**src/rtl/max_net.sv**
```systemverilog
// Four-input winner-take-all (MaxNet) maximum finder: mutual lateral inhibition
// on fixed-point activations until a single neuron survives.
module max_net #(
   parameter int unsigned FRAC      = 6,
   parameter int unsigned EPS_SHIFT = 3
) (
   input  logic       clk,
   input  logic       rst,
   input  logic       start,
   input  logic [4:0] X1,
   input  logic [4:0] X2,
   input  logic [4:0] X3,
   input  logic [4:0] X4,
   output logic [4:0] max,
   output logic       done
);

   localparam int unsigned IN_W = 5;
   localparam int unsigned A_W  = IN_W + FRAC;
   localparam int unsigned S_W  = A_W + 2;
   localparam int unsigned N    = 4;

   localparam logic [1:0] S_IDLE = 2'd0;
   localparam logic [1:0] S_LOAD = 2'd1;
   localparam logic [1:0] S_ITER = 2'd2;
   localparam logic [1:0] S_FIN  = 2'd3;

   logic [1:0]      state_q, state_d;
   logic [IN_W-1:0] in_q [N];
   logic [IN_W-1:0] in_d [N];
   logic [A_W-1:0]  a_q [N];
   logic [A_W-1:0]  a_d [N];
   logic [N-1:0]    prev_q, prev_d;
   logic [IN_W-1:0] max_q, max_d;
   logic            done_q, done_d;

   logic [N-1:0]    mask_c;
   logic [2:0]      cnt_c;
   logic [S_W-1:0]  total_c;
   logic [S_W-1:0]  s_c [N];
   logic [S_W-1:0]  sh_c [N];
   logic [S_W-1:0]  inh_c [N];
   logic [A_W-1:0]  upd_c [N];

   function automatic logic [1:0] lowest(input logic [N-1:0] m);
      lowest = 2'd0;
      for (int i = N - 1; i >= 0; i--) begin
         if (m[i]) lowest = 2'(i);
      end
   endfunction

   // Inhibition datapath: each neuron is pushed down by eps times the sum of the others
   always_comb begin
      total_c = '0;
      cnt_c   = '0;
      for (int i = 0; i < N; i++) begin
         mask_c[i] = (a_q[i] != '0);
         cnt_c     = cnt_c + 3'(mask_c[i]);
         total_c   = total_c + S_W'(a_q[i]);
      end
      for (int i = 0; i < N; i++) begin
         s_c[i]   = total_c - S_W'(a_q[i]);
         sh_c[i]  = s_c[i] >> EPS_SHIFT;
         // Minimum inhibition of one LSB guarantees progress on small activations
         inh_c[i] = ((s_c[i] != '0) && (sh_c[i] == '0)) ? S_W'(1) : sh_c[i];
         upd_c[i] = (inh_c[i] >= S_W'(a_q[i])) ? '0 : A_W'(S_W'(a_q[i]) - inh_c[i]);
      end
   end

   // Control FSM and next-state for all registers
   always_comb begin
      state_d = state_q;
      prev_d  = prev_q;
      max_d   = max_q;
      done_d  = done_q;
      for (int i = 0; i < N; i++) begin
         in_d[i] = in_q[i];
         a_d[i]  = a_q[i];
      end
      case (state_q)
         S_IDLE: begin
            if (start) state_d = S_LOAD;
         end
         S_LOAD: begin
            in_d[0] = X1;
            in_d[1] = X2;
            in_d[2] = X3;
            in_d[3] = X4;
            a_d[0]  = {X1, {FRAC{1'b0}}};
            a_d[1]  = {X2, {FRAC{1'b0}}};
            a_d[2]  = {X3, {FRAC{1'b0}}};
            a_d[3]  = {X4, {FRAC{1'b0}}};
            prev_d  = '0;
            state_d = S_ITER;
         end
         S_ITER: begin
            if (cnt_c == 3'd1) begin
               max_d   = in_q[lowest(mask_c)];
               done_d  = 1'b1;
               state_d = S_FIN;
            end else if (cnt_c == 3'd0) begin
               // Tied maxima died together; the lowest survivor of the previous step wins
               max_d   = (prev_q != '0) ? in_q[lowest(prev_q)] : '0;
               done_d  = 1'b1;
               state_d = S_FIN;
            end else begin
               for (int i = 0; i < N; i++) a_d[i] = upd_c[i];
               prev_d = mask_c;
            end
         end
         S_FIN: begin
            if (start) begin
               done_d  = 1'b0;
               state_d = S_LOAD;
            end
         end
         default: state_d = S_IDLE;
      endcase
   end

   always_ff @(posedge clk or posedge rst) begin
      if (rst) begin
         state_q <= S_IDLE;
         prev_q  <= '0;
         max_q   <= '0;
         done_q  <= 1'b0;
         for (int i = 0; i < N; i++) begin
            in_q[i] <= '0;
            a_q[i]  <= '0;
         end
      end else begin
         state_q <= state_d;
         prev_q  <= prev_d;
         max_q   <= max_d;
         done_q  <= done_d;
         for (int i = 0; i < N; i++) begin
            in_q[i] <= in_d[i];
            a_q[i]  <= a_d[i];
         end
      end
   end

   assign max  = max_q;
   assign done = done_q;

endmodule

```
**config.mk**
```make
export PLATFORM = sky130hd
export DESIGN_NAME = max_net
export DESIGN_NICKNAME = d
export VERILOG_FILES = /design/src/rtl/max_net.sv
export SDC_FILE = /design/constraint.sdc
export NUM_CORES = 1
export LEC_CHECK = 0
export BUFFER_PORTS_ARGS = -buffer_cell sky130_fd_sc_hd__buf_2
export CAP_MARGIN = 20
export CORE_ASPECT_RATIO = 0.7
export CORE_MARGIN = 2
export CORE_UTILIZATION = 43
export CTS_CLUSTER_SIZE = 8
export DETAILED_ROUTE_END_ITERATION = 8
export SYNTH_ARGS = -nofsm -noshare
export SYNTH_HDL_FRONTEND = slang
export SYNTH_SLANG_ARGS = --single-unit
export TNS_END_PERCENT = 100
```
**constraint.sdc**
```tcl
create_clock -name clk -period 10.5 [get_ports clk]
set_input_delay 1.05 -clock clk [delete_from_list [all_inputs] [get_ports clk]]
set_output_delay 1.05 -clock clk [all_outputs]
set_load 0.01 [all_outputs]
```
# After elaboration in Yosys (flattened, before gate mapping)

Index checks and enable logic that the tools add are counted.

$add $sub $neg: 14
Eq/ne operators: 9
Bitwise gates (word level): 2
Order comparisons: 6
Reduce and logical (&&, ||, !) cells: 27
Mux-type cells: 44

Operators with widths:

| operator           | count |
|---|---|
| $mux 44            | 2 |
| $pmux 44 s2        | 1 |
| $logic_not 13->1   | 4 |
| $reduce_bool 13->1 | 4 |
| $sub 13x11->13     | 4 |
| $ge 10x11->1       | 4 |
| $mux 11            | 4 |
| $reduce_bool 11->1 | 4 |
| $sub 11x10->11     | 4 |
| $mux 10            | 4 |
| $mux 5             | 7 |
| $mux 2             | 16 |
| $bmux 5 s2         | 2 |
| $add 12x11->13     | 1 |
| $add 13x11->13     | 1 |
| $add 11x11->12     | 1 |
| $mux 4             | 2 |
| $pmux 4 s2         | 1 |
| $ge 3x3->1 const B | 2 |
| $ne 2x2->1 const B | 3 |
| $not 2->3          | 2 |
| $pmux 2 s3         | 1 |
| $reduce_and 3->1   | 2 |
| $reduce_bool 2->1  | 3 |
| other kinds (16)   | 23 |

Output and inout bits: 6
Word-level logic and storage cells: 114
Register bits: 76
Bits of input ports: 23

# Depth between registers and ports, before layout

Depth after elaboration: 15
Depth in mapped cells: 30
Gate-level depth less buffers: 30

# Worst setup path after synthesis

No wires, ideal clock.

Kind: reg-to-reg
Start point: reg a_q[1] in the netlist's numbering
End point: reg a_q[21] in the netlist's numbering
Clock period less this slack: 6.511 ns
Path slack: 3.989 ns
Setup time: 0.087 ns
Cell stages (with the launch flop): 29
Buffers on the path: 0
Arrival time: 6.425 ns
Cell sequence: dfrtp_1 -> inv_1 -> fa_1 -> fa_1 -> inv_1 -> ha_1 -> fa_1 -> a21oi_2 -> o2111ai_1 -> xor2_1 -> ha_1 -> and3_1 -> a221o_1 -> a211o_1 -> a21oi_2 -> xnor2_1 -> nand4b_1 -> and4b_1 -> a31o_1 -> ha_1 -> inv_1 -> fa_1 -> a21o_1 -> a21oi_1 -> o21ai_0 -> nor2_1 -> o21ai_0 -> or3_1 -> o211ai_1

Longest elaborated chain between the ends: 10

Ends and longest elaborated chain:

| item                                                   | line | RTL |
|---|---|---|
| from (decl)                                            | 31   | `logic [A_W-1:0] a_q [N];` |
| from (signal, indexed assignment)                      | 138  | `a_q[i] <= a_d[i];` |
| $add 13x11->13                                         | 59   | `total_c = total_c + S_W'(a_q[i]);` |
| $sub 13x11->13                                         | 62   | `s_c[i] = total_c - S_W'(a_q[i]);` |
| $reduce_bool 13->1 or $logic_not 13->1 (tied branches) | 65   | `inh_c[i] = ((s_c[i] != '0) && (sh_c[i] == '0)) ? S_W'(1) : sh_c[i];` |
| $logic_and 1x1->1                                      | 65   |  |
| $mux 10                                                | 65   |  |
| $sub 11x10->11 or $ge 10x11->1 (tied branches)         | 66   | `upd_c[i] = (inh_c[i] >= S_W'(a_q[i])) ? '0 : A_W'(S_W'(a_q[i]) - inh_c[i]);` |
| $mux 11                                                | 66   |  |
| $mux 44                                                | 101  | `end else if (cnt_c == 3'd0) begin` |
| $mux 44                                                | 97   | `if (cnt_c == 3'd1) begin` |
| $pmux 44 s2                                            | 80   | `case (state_q)` |

Parallel ways exist; a longest one is shown, timed or not. The select of a mux whose other input is x is not followed.
A chain may end at the register's enable or synchronous reset.

# Final worst setup path

Same ends and word-level chain as after synthesis.

==> results.toml <==
[routing]
vias = 7602
drtAntennaViolNets = 0
wl_per_cell_um = 20.12
initialDrtViolationCount = 677
drc = 0
routed_via_density = 5.967
wl_um = 25640
dr.pass1.iters = 5

[die]
coreArea_um2 = 19640
die_w_um = 172.3
die_h_um = 121.8
start_util_pct = 43.42
row_count = 43
dieArea_um2 = 20990
io_pins = 29

[critical_path]
critPathSlowestCell = "fa_1"
critPathKind = "flip-flop to flip-flop"
cp-start-kind = "flip-flop"
max_stage_delay_ns = 0.52
crit_arrival_ns = 7.41
critPathRequiredTime_ns = 10.77
end_kind = "flip-flop"
crit_fanout = 6
cpMostUsedCell = "fa_1"

[synthesis]
yosys.area_share.simple_pct = 16.23
yosys-top-cells-area = "dfrtp_1 22%, ha_1 15%, fa_1 7.3%"
synth_nets = 1126
synth_xor_area_share_pct = 7.968
synthFlopType = "dfrtp_1"
synthAdderAreaFrac_pct = 22.10
yosysTopAreaCell = "dfrtp_1"
synth_compound_area_share_pct = 21.26
syn_area_um2 = 8527
synth_seq_cells = 76
avgSynthCellArea_um2 = 8.782
synth_seq_area_share_pct = 22.30
synthMuxAreaShare_pct = 4.549
synth_top_family_by_area = "adder cells"
synth_edf_count = 0
yosys.area.top_type_share_pct = 22.30
ys_types = 77
syn_inst = 971
yosysWarnings = 0
ys_async_sr_fraction_pct = 100.0

[timing]
fin_setup_tns_ns = 0
finalHoldViolations = 0
slew_violations = 0
layout_min_cycle_time_ns = 7.147
worst_pin_slew_ns = 1.052
finalWorstSetupSlack_ns = 3.353
clock_skew_ns = 0.01048
fmax_mhz = 139.9
final.period_utilization_pct = 68.07
rsz0062_at_grt = "false"
max_slew_margin_pct = 29.90
setup_viol = 0

[final_layout]
fillers = 1890
multi_input_area_um2 = 6152
seq_area_um2 = 1902
antennaDiodeCount = 0
fin_nets = 1154
area_growth_pct = 8.848
layout-drive-gt1-share_pct = 9.661

[cts]
cts_resized = 0
cts_root_buf = "clkbuf_16"
cts_tree = "built"
numCtsBuffers = 9
clkTransAtPathRegs_ns = 0.07
clock_tree.buffer_depth = 2
insertion_delay_ns = 0.35
cts_hold_buf = 0
post_cts_buffers = 0
cts_sinks = 76
h-tree-depth = 3

[place]
port_buffers = 28
globalplace.congestion = 0.8986
place_ws_ns = 3.403
place_hpwl_um = 20510

[job]
cap_violations = 0

[grt]
track_usage_pct = 25.71
grt_remaining_overflow = 0
grt_pass1_wl_um = 40690
grt_pass1_vias = 7158
grt_max_degree = 51
antenna_found_initial = 0

[hold_path]
worstHoldPathType = "flip-flop to flip-flop"

[run_status]
status = "finished clean"
cell type report:
class                   instances  share of cell area [%]
multi-input cells             768                   66.28
flip-flops and latches         76                   20.49
inverters                     111                   4.503
well taps                     270                   3.640
clock buffers                  10                   2.467
repair buffers                 33                   1.914
clock inverters                 6                  0.7010
Yosys cell counts, types with 13 or more instances:
cell type	instances
clkbuf_1	14
fa_1	31
ha_1	101
nand3_1	33
nor2b_1	21
a21o_1	13
mux2_2	20
nor2_1	57
nand2_1	53
a21oi_1	67
inv_1	110
o21ai_0	38
o22ai_1	19
xnor2_1	41
o21a_1	18
xor2_1	26
nor3_1	33
dfrtp_1	76
logic make-up (layout without fill, tap and decap cells):
| group | after synthesis | after routing |
|---|---|---|
| flip-flops | 76 | 76 |
| multiplexers | 30 | 30 |
| XOR/XNOR | 72 | 72 |
| AO/OA/AOI/OAI | 264 | 264 |
| buffers and inverters | 127 | 160 |
| AND/OR/NAND/NOR | 270 | 270 |
| adder cells (fa/ha/maj) | 132 | 132 |
state kept, by name, indices dropped and copies added, names as in the netlist:
name / flops
state_q: 2
prev_q: 4
a_q: 44
max: 5
done: 1
in_q: 20
stage by stage:
stage / hold slack (ns) / utilization [%] / std cells / instance area, um^2
2_1_floorplan: 0.4908 / - / 971 / 8527
3_3_place_gp: 0.4624 / 45.77 / 1258 / 8987
3_5_place_dp: 0.4707 / 45.77 / 1258 / 8987
4_1_cts: 0.4863 / 47.26 / 1274 / 9281
5_1_grt: 0.5191 / 47.26 / 1274 / 9281
6_report: 0.4832 / 47.26 / 1274 / 9281
layout by cell type, fill, tap and decap left out, types with 7 or more instances in the layout:
cell         n
dfrtp_1     76
clkbuf_16    9
o22ai_1     19
ha_1       101
o31ai_1      7
nand3_1     33
nand2b_1     9
nor2b_1     21
a22oi_1     12
mux2_2      20
nand4_1      9
nor3_1      33
o211ai_1     7
xnor2_1     41
inv_1      109
xor2_1      26
o21bai_1    10
nor4_1      12
o21a_1      18
a31oi_1     12
nand2_1     53
o21ai_0     38
or3_1        8
a21o_1      13
buf_2       28
a21oi_1     66
a211oi_1     9
fa_1        31
nor2_1      57
critical path, delay by kind of cell (launching register included):
family	cells	cell delay (ns)
fa+ha+maj	7	2.70
compound gates	10	1.99
simple gates	7	1.19
xor+xnor	2	0.50
flops	1	0.43
buf+inv	3	0.27
metal layers:
metal | GRT usage (%) | up-vias | wire length [um]
met5 | 2.415 | - | 66
met4 | 4.884 | 2 | 318
met3 | 4.094 | 24 | 1705
met2 | 34.16 | 250 | 9786
met1 | 42.54 | 3748 | 13760
li1 | - | 3578 | -
path summary, 6_finish.rpt:
check,start,endpoint,slack [ns],depth (start not counted)
min in group asynchronous,rst,in_q[1]$_DFFE_PP0N_,0.70,2
hold / removal,max[0]$_DFFE_PP0P_,max[0]$_DFFE_PP0P_,0.48,2
hold reg to reg,max[0]$_DFFE_PP0P_,max[0]$_DFFE_PP0P_,0.48,2
max in group asynchronous,rst,a_q[35]$_DFFE_PP0P_,8.73,3
setup reg to reg,a_q[1]$_DFFE_PP0P_,a_q[21]$_DFFE_PP0P_,3.35,29
setup / recovery,a_q[1]$_DFFE_PP0P_,a_q[21]$_DFFE_PP0P_,3.35,29
Power is left out: the tool's default activity adds up to more than one toggle a clock period on the data nets, which glitch-free logic cannot reach.
